===== src/rtl/and4_sweep_pkg.sv =====
// Shared types and helpers for the 4-input AND/NAND sweep driver.
package and4_sweep_pkg;

  typedef enum logic [1:0] {
    IDLE  = 2'd0,
    APPLY = 2'd1,
    DONE  = 2'd2
  } state_e;

  localparam int unsigned NUM_CODES = 16;

  function automatic logic expected_z(input logic [3:0] code, input logic invert);
    return (&code) ^ invert;
  endfunction

endpackage


===== src/rtl/and4_sweep_checker.sv =====
// Compares sampled Z against the expected cell response and logs mismatches.
module and4_sweep_checker
  import and4_sweep_pkg::*;
#(
  parameter bit INVERT_CHECK = 1'b0
) (
  input  logic       i_clk,
  input  logic       i_rst_n,
  input  logic       i_clear,
  input  logic       i_sample,
  input  logic [3:0] i_code,
  input  logic       i_z,
  output logic       o_mismatch,
  output logic [4:0] o_err_count,
  output logic       o_first_fail_valid,
  output logic [3:0] o_first_fail_code
);

  logic [4:0] r_err_count;
  logic       r_ff_valid;
  logic [3:0] r_ff_code;

  // Mismatch is independent of the strobe so the top can fold it into pass.
  assign o_mismatch = (i_z != expected_z(i_code, INVERT_CHECK));

  always_ff @(posedge i_clk or negedge i_rst_n) begin
    if (!i_rst_n) begin
      r_err_count <= 5'd0;
      r_ff_valid  <= 1'b0;
      r_ff_code   <= 4'd0;
    end else if (i_clear) begin
      r_err_count <= 5'd0;
      r_ff_valid  <= 1'b0;
      r_ff_code   <= 4'd0;
    end else if (i_sample && o_mismatch) begin
      r_err_count <= r_err_count + 5'd1;
      if (!r_ff_valid) begin
        r_ff_valid <= 1'b1;
        r_ff_code  <= i_code;
      end
    end
  end

  assign o_err_count        = r_err_count;
  assign o_first_fail_valid = r_ff_valid;
  assign o_first_fail_code  = r_ff_code;

endmodule


===== src/rtl/and4_sweep_driver.sv =====
// Drives all 16 input codes into a 4-input AND/NAND cell, samples Z after a settle
// window per code, and reports pass/fail with the first failing code.
module and4_sweep_driver
  import and4_sweep_pkg::*;
#(
  parameter int unsigned SETTLE_CYCLES = 2,
  parameter bit          INVERT_CHECK  = 1'b0
) (
  input  logic       CLK,
  input  logic       RN,
  input  logic       start,
  input  logic       abort,
  input  logic       Z,
  output logic       A1,
  output logic       A2,
  output logic       A3,
  output logic       A4,
  output logic       busy,
  output logic       done,
  output logic       pass,
  output logic [4:0] err_count,
  output logic       first_fail_valid,
  output logic [3:0] first_fail_code
);

  localparam logic [3:0] SettleLast = 4'(SETTLE_CYCLES);
  localparam logic [3:0] LastCode   = 4'(NUM_CODES - 1);

  state_e     r_state, w_state_next;
  logic [3:0] r_code, w_code_next;
  logic [3:0] r_settle, w_settle_next;
  logic       r_pass, w_pass_next;
  logic       w_sample, w_clear, w_mismatch;
  logic [4:0] w_err_count;

  always_comb begin
    w_state_next  = r_state;
    w_code_next   = r_code;
    w_settle_next = r_settle;
    w_pass_next   = r_pass;
    w_sample      = 1'b0;
    w_clear       = 1'b0;
    unique case (r_state)
      IDLE: begin
        if (start) begin
          w_state_next  = APPLY;
          w_code_next   = 4'd0;
          w_settle_next = 4'd0;
          w_pass_next   = 1'b0;
          w_clear       = 1'b1;
        end
      end
      APPLY: begin
        // Abort wins over a sample landing on the same edge.
        if (abort) begin
          w_state_next  = IDLE;
          w_code_next   = 4'd0;
          w_settle_next = 4'd0;
        end else if (r_settle == SettleLast) begin
          w_sample      = 1'b1;
          w_settle_next = 4'd0;
          w_code_next   = r_code + 4'd1;
          if (r_code == LastCode) begin
            w_state_next = DONE;
            // Final sample updates err_count on this same edge, so fold it in here.
            w_pass_next  = (w_err_count == 5'd0) && !w_mismatch;
          end
        end else begin
          w_settle_next = r_settle + 4'd1;
        end
      end
      DONE: begin
        w_state_next = IDLE;
      end
      default: begin
        w_state_next = IDLE;
      end
    endcase
  end

  always_ff @(posedge CLK or negedge RN) begin
    if (!RN) begin
      r_state  <= IDLE;
      r_code   <= 4'd0;
      r_settle <= 4'd0;
      r_pass   <= 1'b0;
    end else begin
      r_state  <= w_state_next;
      r_code   <= w_code_next;
      r_settle <= w_settle_next;
      r_pass   <= w_pass_next;
    end
  end

  and4_sweep_checker #(
    .INVERT_CHECK(INVERT_CHECK)
  ) u_checker (
    .i_clk              (CLK),
    .i_rst_n            (RN),
    .i_clear            (w_clear),
    .i_sample           (w_sample),
    .i_code             (r_code),
    .i_z                (Z),
    .o_mismatch         (w_mismatch),
    .o_err_count        (w_err_count),
    .o_first_fail_valid (first_fail_valid),
    .o_first_fail_code  (first_fail_code)
  );

  assign A1        = r_code[0];
  assign A2        = r_code[1];
  assign A3        = r_code[2];
  assign A4        = r_code[3];
  assign busy      = (r_state == APPLY);
  assign done      = (r_state == DONE);
  assign pass      = r_pass;
  assign err_count = w_err_count;

endmodule


===== config.mk =====
export PLATFORM = sky130hd
export DESIGN_NAME = and4_sweep_driver
export DESIGN_NICKNAME = d
export VERILOG_FILES = /design/src/rtl/and4_sweep_pkg.sv /design/src/rtl/and4_sweep_checker.sv /design/src/rtl/and4_sweep_driver.sv
export SDC_FILE = /design/constraint.sdc
export NUM_CORES = 1
export LEC_CHECK = 0
export ABC_AREA = 1
export BUFFER_PORTS_ARGS = -buffer_cell sky130_fd_sc_hd__buf_4
export CAP_MARGIN = 25
export CELL_PAD_IN_SITES_DETAIL_PLACEMENT = 0
export CELL_PAD_IN_SITES_GLOBAL_PLACEMENT = 1
export CORE_ASPECT_RATIO = 1.5
export CORE_UTILIZATION = 37
export DETAILED_ROUTE_END_ITERATION = 7
export HOLD_SLACK_MARGIN = 0.02
export MAX_ROUTING_LAYER = met4
export PLACE_DENSITY = 0.85
export SLEW_MARGIN = 20
export SYNTH_ARGS = -nofsm -noshare
export SYNTH_HDL_FRONTEND = slang
export SYNTH_SLANG_ARGS = --single-unit

===== constraint.sdc =====
create_clock -name CLK -period 1.35 [get_ports CLK]
set_input_delay 0.0675 -clock CLK [delete_from_list [all_inputs] [get_ports CLK]]
set_output_delay 0.0675 -clock CLK [all_outputs]
set_load 0.05 [all_outputs]

# After elaboration in Yosys (flattened, before gate mapping)
# Index checks and enable logic that the tools add are counted.
# op_classes
reduce_logical	13
muxes	29
n_addsub	3
n_eq_ne	12
# ops
op	n
4-bit two-way mux	8
4-bit case mux with 2 select lines	2
1-bit two-way mux	11
5-bit two-way mux	2
4-bit by 1-bit adder with 4-bit output (second input constant)	2
2-bit two-way mux	4
2-bit by 1-bit inequality test with 1-bit output (second input constant)	3
3-bit by 2-bit inequality test with 1-bit output (second input constant)	2
3-bit AND reduction	2
5-bit by 1-bit adder with 5-bit output (second input constant)	1
5-bit zero test	1
5-bit AND reduction	1
4-bit by 2-bit equality test with 1-bit output (second input constant)	1
4-bit equality test (second input constant)	1
2-bit inequality test (second input constant)	2
2-bit case mux with 2 select lines	1
2-bit AND reduction	2
4-bit AND reduction	1
2-bit nonzero test	2
2-bit by 1-bit equality test with 1-bit output (second input constant)	1
2-bit equality test (second input constant)	1
1-bit logical AND	2
2-bit zero test	1
1-bit case mux with 2 select lines	1
other kinds (2)	2
# totals
word_cells	64
input_bits	5
regBits	21
out_inout_bits	17

# Depth between registers and ports, before layout
# Gate-level depths: netlist of run 1.
# depth
ltp_word	8
ltp_mapped	8
mapped_depth_nobuf	8

# Cells and area by module
# Synthesis of run 1 repeated with hierarchy kept, for this count alone.
# hier_totals
cells_unflattened	154
area_unflattened_um2	1204.9
# by_module_without_submodules
module	area_each_um2	cells_each	seq_area_each_um2	n_inst
and4_sweep_driver	625.6	81	275.3	1
and4_sweep_checker	579.3	73	250.2	1

# Worst setup path before layout of run 1
# Ideal clock, no wire load.
# synth_path
path_type	reg-to-reg
start	register r_code[0]
end	register u_checker.r_ff_code[3], in the netlist u_checker.o_first_fail_code[3]
arrival_time_ps	1547
path_stages_with_launch	9
t_required_ps	1230
setup_ps	120
period_less_slack_ps	1667
n_path_buf	0
slack_ps	-317
path_cell_list	dfrtp_1 ha_1 nand3_2 nand2_1 nand2_2 nand2_8 nor2_8 nand2_1 nand2_1
# synth_between
elab_chain_cells	5
# synth_rtl
item	line	rtl
start: declaration	and4_sweep_driver.sv:30	logic [3:0] r_code, w_code_next;
start signal: assignment	and4_sweep_driver.sv:89	r_code <= w_code_next;
4-bit AND reduction	and4_sweep_pkg.sv:13	return (&code) ^ invert;
1-bit inequality test	and4_sweep_checker.sv:24	assign o_mismatch = (i_z != expected_z(i_code, INVERT_CHECK));
1-bit logical AND	and4_sweep_checker.sv:35	end else if (i_sample && o_mismatch) begin
2-bit nonzero test (no line)	-	
2-bit AND reduction (no line)	-	
end signal: assignment	and4_sweep_checker.sv:39	r_ff_code <= i_code;
end: declaration	and4_sweep_checker.sv:21	logic [3:0] r_ff_code;
# Every way passes these cells.
# A chain may end at the register's enable or synchronous reset.

# Worst setup path in the final report of run 1
# layout_path
start	register r_code[1]
end	register u_checker.r_ff_code[3], in the netlist u_checker.o_first_fail_code[3]
# Same word-level chain as after synthesis.

==> impl_metrics.csv, run 1 <==
group,metric,value,unit
hold_path,worstHoldStart,"abort",
worst_setup_path,critPathLaunchType,"register",
worst_setup_path,path_class,"reg2reg",
clock_network,clock-sinks,21,
hold_path,hold_class,"in2reg",
die,die_height,71.8,um
die,io_pins,22,
die,die_w,48.5,um
final_layout,layout-drive-gt1-share,0.384,
final_layout,stdcell_count,204,
worst_setup_path,path_buf_inv,0,
global_route,antenna_found_initial,0,
synth,synth_cell_types,24,
routing,via_per_inst,4.85,
routing,drtPass1Iterations,4,
global_route,overflow,0,
timing,fin_crit,1.27,ns
pwr,total_power,1790,uW
timing,setup-tns-final,0,ns
worst_setup_path,reg2reg_slack,0.08,ns
timing,setup_viol,0,
timing,fmax,786,MHz
synth,yosysSeqAreaShare,0.438,
timing,setup_ws,0.0782,ns
timing,period_share,0.942,
worst_setup_path,max_stage_delay,0.43,ns
final_layout,fillers,313,
routing,route.antenna.remaining_nets,0,
final_layout,diodes,0,
clock_network,cts_tree,"built",
worst_setup_path,crit_path_max_fanout,7,
worst_setup_path,reg2reg_from,"r_code[1]$_DFFE_PN0P_",
pwr,cellPowerDensity,1150,mW/mm^2
worst_setup_path,cp_top_family,"simple AND/OR/NAND/NOR gates",
clock_network,htree_levels,1,
status,status,"finished clean",
timing,fin_worst_hold_slack,0.177,ns
die,fp.coreArea,0.00313,sq mm
worst_setup_path,rr_worst_depth,8,
timing,worst_pin_slew,0.275,ns
pwr,peakVddDrop,0.000930,V
global_route,grt_pass1_vias,1005,
pwr,leakage,0.000805,uW
timing,relSlewSlack,0.817,
clock_network,cts.clk_slew.worst_paths,0.08,ns
placed_design,io_buffers,21,
synth,ys_warn_count,0,
synth,netlist_area,0.00120,sq mm
placed_design,gp_congestion,0.766,
worst_setup_path,cp_data_required_time,1.55,ns
global_route,grt_max_degree,22,
synth,syn-num-nets,145,
die,start_util,0.384,
worst_setup_path,crit_slowest_cell,"dfrtp_2",
clock_network,clock-root-buffer,"clkbuf_8",
hold_path,worstHoldEndpoint,"r_code[2]$_DFFE_PN0P_",
worst_setup_path,cp_common_cell,"nand2_1",
timing,slew_violations,0,
worst_setup_path,setup.worst_path.end_class,"register",
timing,rsz0062_at_grt,"false",
timing,finalHoldViolCount,0,
placed_design,hpwlAfterDp,1990,um
hold_path,hold_path_depth,4,
timing,finalClockSkew,0.00241,ns
routing,initialDrtViolationCount,29,
routing,wirelength,2520,um
clock_network,clock_latency,0.26,ns
clock_network,numCtsBuffers,3,
routing,drc,0,
routing,routed-via-count,989,
synth,syn_avg_cell_area,8.90,sq um
placed_design,dp_worst_setup_slack,-0.0146,ns
worst_setup_path,arrival,1.47,ns
global_route,grt_pass1_wl,4340,um
routing,wl_per_cell,12.4,um
final_layout,fin_nets,175,
synth,syn_inst,135,
worst_setup_path,cp_cell_sequence,"ha_4, nand3_2, nand2_2, nand2_4, nand2_8, nor2_8, nand2_1, nand2_1",
clock_network,cts.path.max_buffers,2,
worst_setup_path,r2r_end,"u_checker.o_first_fail_code[3]$_DFFE_PN0P_",
placed_design,dp_cells,198,
die,num_rows,25,
final_layout,area_delta_synth_final,29.9,%
run,max-cap-violations,0,
synth,synth-seq-cells,21,
global_route,grt.total_usage,0.167,
die,die_area,0.00348,sq mm
-- metrics by stage --
stage	util	instance area [sq um]
6_report	0.499	1560
5_1_grt	0.499	1560
4_1_cts	0.486	1520
3_5_place_dp	0.466	1460
3_3_place_gp	0.466	1460
2_1_floorplan	-	1220
-- area by class of cell --
cell class | instances | area [sq um] | area share
clock buffer | 3 | 41.3 | 0.0265
clock inverter | 1 | 5.00 | 0.00321
inverter | 16 | 60.1 | 0.0385
multi-input combinational | 96 | 653 | 0.419
sequential | 21 | 533 | 0.342
tap | 40 | 50.0 | 0.0321
timing repair buffer | 27 | 218 | 0.140
-- registers in the layout, summed over array words and instances (netlist names) --
signal and flops:
u_checker.o_first_fail_valid 1, u_checker.o_err_count 5, r_settle 4, r_state 2, pass 1, u_checker.o_first_fail_code 4, r_code 4
-- cells in the mapped netlist --
master   instances  area share
a21oi_1          3       0.012
a31oi_1          1      0.0052
buf_2            1      0.0042
buf_4            1      0.0063
dfrtp_1         21        0.44
ha_1             5       0.052
inv_1           12       0.037
inv_2            4       0.012
nand2_1         29       0.091
nand2_2          3       0.016
nand2_4          3       0.028
nand2_8          1       0.017
nand3_1         17       0.071
nand3_2          2       0.017
nand3_4          1       0.015
nand4_1          4       0.021
nor2_1          10       0.031
nor2_2           1      0.0052
nor2_4           1      0.0094
nor2_8           2       0.033
o21ai_0          5       0.021
o21ai_2          4       0.029
xnor2_1          1      0.0073
xor2_1           3       0.022
-- logic make-up after synthesis --
kind of cell,share of synthesized area
flops,0.437
compound gates,0.0677
xor+xnor,0.0292
simple gates,0.353
fa+ha+maj,0.0521
buf+inv,0.0604
-- timing repair --
action                                  in CTS  in global routing
pin swaps                                    0                  4
endpoints found under the hold margin       21                  0
endpoints found under the setup margin       4                 11
hold buffers                                 1                  0
resized for setup                            1                  8
buffers inserted                             0                  1
-- worst max-delay path by stage --
stage,startpoint,end,cells after the start
after floorplan,r_code[0]$_DFFE_PN0P_,u_checker.o_err_count[0]$_DFFE_PN0P_,8
after global placement,r_settle[0]$_DFFE_PN0P_,u_checker.o_first_fail_code[2]$_DFFE_PN0P_,7
after detailed placement,r_settle[0]$_DFFE_PN0P_,u_checker.o_first_fail_code[1]$_DFFE_PN0P_,7
after CTS,r_settle[0]$_DFFE_PN0P_,u_checker.o_first_fail_code[3]$_DFFE_PN0P_,8
after global routing,r_settle[0]$_DFFE_PN0P_,u_checker.o_first_fail_code[2]$_DFFE_PN0P_,8
final,r_code[1]$_DFFE_PN0P_,u_checker.o_first_fail_code[3]$_DFFE_PN0P_,8
-- routing by layer --
layer  part of all wire  vias up  wire length, um  global-route usage
li1                   -      499                -                   -
met1               0.39      467              982               0.177
met2               0.57       17             1430               0.307
met3              0.026        6               66              0.0149
met4              0.016        0               40              0.0817
met5                  0        -                0                   -
-- report_power, final --
group / switching [uW] / leakage, uW / internal (uW) / total (uW)
Clock: 200 / 0.0000255 / 205 / 406
Combinational: 397 / 0.000502 / 218 / 615
Sequential: 73.2 / 0.000277 / 696 / 769
Total: 671 / 0.000805 / 1120 / 1790
-- worst register-to-register path, delay by kind of cell, from the launching register on --
kind	cells	cell delay (ns)
AND/OR/NAND/NOR	7	0.60
flip-flops	1	0.43
adder cells (fa/ha/maj)	1	0.18
-- layout by cell type (no fill, tap or decap), drive strengths merged --
cell	netlist	final
buf	2	26
nand4	4	4
inv	16	16
a21oi	3	3
nand3	20	20
clkinv	0	1
o21ai	9	9
nor2	14	14
xnor2	1	1
ha	5	5
dlygate4sd3	0	1
xor2	3	3
clkbuf	0	3
a31oi	1	1
dfrtp	21	21
nand2	36	36
No activity file was read; power rests on OpenSTA's default activity.
==> run 2, diff against run 1 <==
Settings changed: ABC_AREA 1 to default, CORE_ASPECT_RATIO 1.5 to 1.2, PLACE_DENSITY 0.85 to 0.84.
==> impl_metrics.csv, run 2 <==
group,metric,value,unit
synth,synth_edf_count,0,
final_layout,layout_commonest_cell,"buf_4",
worst_setup_path,path_class,"reg2reg",
pwr,p_int,921,uW
final_layout,stdcell_count,200,
synth,yosysSeqAreaShare,0.474,
clock_network,clock_latency,0.31,ns
clock_network,cts.clk_slew.worst_paths,0.12,ns
run,max-cap-violations,0,
final_layout,fin_nets,177,
routing,wl_per_cell,15.5,um
synth,syn-num-nets,122,
synth,netlist_area,0.00111,sq mm
worst_setup_path,critPathLaunchType,"register",
worst_setup_path,cp_cell_sequence,"inv_1, ha_2, or3b_4, a211oi_4, xnor2_1, nor2_1",
placed_design,gp_congestion,0.736,
final_layout,diodes,0,
timing,fin_crit,1.66,ns
routing,initialDrtViolationCount,12,
global_route,grt_pass1_vias,1040,
worst_setup_path,cp_data_required_time,1.56,ns
routing,drtPass1Iterations,4,
clock_network,cts.path.max_buffers,2,
routing,via_per_inst,5.22,
pwr,power_frac_clock,0.229,
timing,setup_viol,23,
pwr,sw_frac_of_total,0.326,
worst_setup_path,arrival,1.87,ns
clock_network,htree_levels,1,
routing,route.antenna.remaining_nets,0,
clock_network,clock-root-buffer,"clkbuf_4",
synth,ys_warn_count,0,
pwr,leakage,0.000843,uW
synth,synth-seq-cells,21,
synth,yosysMostFrequentCell,"dfrtp_1",
die,fp.coreArea,0.00281,sq mm
timing,fmax,603,MHz
global_route,grt.total_usage,0.214,
routing,wirelength,3090,um
pwr,seq_power_share,0.492,
worst_setup_path,setup.worst_path.end_class,"register",
timing,finalHoldViolCount,0,
timing,worst_pin_slew,0.446,ns
routing,routed-via-count,1044,
die,start_util,0.394,
final_layout,largest_reg_flops,5,
placed_design,hpwlAfterDp,2150,um
worst_setup_path,max_stage_delay,0.47,ns
status,violations,"setup timing",
timing,relSlewSlack,0.702,
placed_design,dp_cells,190,
global_route,overflow,0,
hold_path,hold_class,"in2reg",
worst_setup_path,crit_slowest_cell,"or3b_4",
global_route,grt_pass1_wl,4810,um
die,io_pins,22,
final_layout,layout_common_cells,"44 x buf_4, 15 x dfrtp_1, 11 x nand2_1",
pwr,switchingPower,445,uW
die,die_area,0.00322,sq mm
clock_network,clock-sinks,21,
placed_design,io_buffers,21,
status,status,"finished, violations left",
clock_network,numCtsBuffers,3,
synth,syn_avg_cell_area,9.90,sq um
clock_network,cts_tree,"built",
timing,rsz0062_at_grt,"true",
routing,drc,0,
die,die_height,62.0,um
worst_setup_path,rr_worst_depth,6,
timing,period_share,1.23,
final_layout,layout-drive-gt1-share,0.578,
timing,finalClockSkew,0.00201,ns
final_layout,area_delta_synth_final,66.0,%
timing,slew_violations,0,
worst_setup_path,crit_path_max_fanout,7,
synth,synth.largest_area_cell,"dfrtp_1",
timing,setup-tns-final,-4.21,ns
pwr,combPwrFrac,0.279,
pwr,peakVddDrop,0.000467,V
global_route,antenna_found_initial,0,
synth,ys_top_cells_by_count,"21 x dfrtp_1, 14 x nand2_1, 12 x nand3_1",
synth,synth_cell_types,29,
synth,synth_flop_cell,"dfrtp_1",
synth,syn_inst,112,
synth,async_flop_share,1.00,
synth,synth_area_leaders,"dfrtp_1 47%, ha_1 5.6%, nand3_1 5.4%, nand2_1 4.7%, o21ai_0 4.1%",
synth,synth.top_cell.area_share,0.474,
timing,setup_ws,-0.309,ns
hold_path,hold_path_depth,4,
global_route,grt_max_degree,22,
die,num_rows,21,
die,die_w,52.0,um
pwr,cellPowerDensity,742,mW/mm^2
-- run 2: changes by cell type in the layout (fill, tap and decap cells not counted), moves of 4 or more --
cell | before | now
nor2_1 | 10 | 4
nand3_1 | 16 | 8
inv_1 | 11 | 4
o21ai_1 | 1 | 5
buf_6 | 0 | 5
inv_2 | 5 | 0
buf_4 | 25 | 44
nand4_1 | 4 | 0
nand2_1 | 28 | 11
-- run 2: routing by layer --
metal | vias up | GRT usage | wire length [um]
li1 | 514 | - | -
met1 | 512 | 0.230 | 1290
met2 | 14 | 0.392 | 1690
met3 | 4 | 0.0243 | 67
met4 | 0 | 0.0965 | 48
met5 | - | - | 0
-- run 2: cell type report --
cell class	count	area, sq um
clock inverters	1	5.00
well taps	34	42.5
fillers	230	971
flip-flops and latches	21	533
multi-input cells	86	811
repair buffers	51	412
inverters	4	15.0
clock buffers	3	22.5
-- run 2: what timing repair did --
| action | in CTS | in global routing |
|---|---|---|
| buffers inserted | 4 | 2 |
| hold buffers | 1 | 0 |
| hold endpoints to repair | 21 | 0 |
| cloned | 0 | 0 |
| pin swaps | 21 | 11 |
| resized for setup | 27 | 21 |
| endpoints found under the setup margin | 21 | 23 |
-- run 2: per-stage QoR --
step | power, uW | instance area [sq um] | utilization | worst slack, ns | hold slack [ns]
after CTS | 1340 | 1740 | 0.619 | -0.316 | 0.129
after floorplan | 860 | 1200 | - | -0.374 | -0.228
after global routing | 1440 | 1840 | 0.655 | -0.366 | 0.169
final | 1370 | 1840 | 0.655 | -0.309 | 0.145
after detailed placement | 989 | 1570 | 0.558 | -0.344 | -0.0287
after global placement | 981 | 1570 | 0.558 | -0.285 | -0.0309
-- run 2: power groups by stage --
stage          Sequential [uW]  Clock [uW]  Combinational (uW)
4_1_cts                    669         324                 345
5_1_grt                    675         356                 411
3_3_place_gp               678           0                 303
3_5_place_dp               678           0                 310
2_1_floorplan              706           0                 154
6_report                   672         313                 381
-- run 2: worst paths after layout --
path / startpoint / slack [ns] / endpoint
max in group asynchronous: RN / 0.94 / r_code[0]$_DFFE_PN0P_
min in group asynchronous: RN / 0.17 / u_checker.o_err_count[0]$_DFFE_PN0P_
worst max-delay path: r_settle[0]$_DFFE_PN0P_ / -0.31 / r_code[3]$_DFFE_PN0P_
worst min register to register: pass$_DFFE_PN0P_ / 0.55 / pass$_DFFE_PN0P_
worst min-delay path: abort / 0.15 / r_code[2]$_DFFE_PN0P_
worst max register to register: r_settle[0]$_DFFE_PN0P_ / -0.31 / r_code[3]$_DFFE_PN0P_
-- run 2: logic make-up (layout without fill, tap and decap cells) --
group | after synthesis | in the layout | share of synthesized area
simple gates | 49 | 49 | 0.253
compound gates | 26 | 26 | 0.150
flops | 21 | 21 | 0.474
fa+ha+maj | 5 | 5 | 0.0564
buf+inv | 5 | 59 | 0.0169
xor+xnor | 4 | 4 | 0.0316
mux | 2 | 2 | 0.0181
-- run 2: critical path, delay by kind of cell (launching register included) --
family	cells	cell delay [ns]
AO/OA/AOI/OAI	1	0.26
XOR/XNOR	1	0.15
flip-flops	1	0.40
AND/OR/NAND/NOR	2	0.52
adder cells (fa/ha/maj)	1	0.17
buffers and inverters	1	0.06
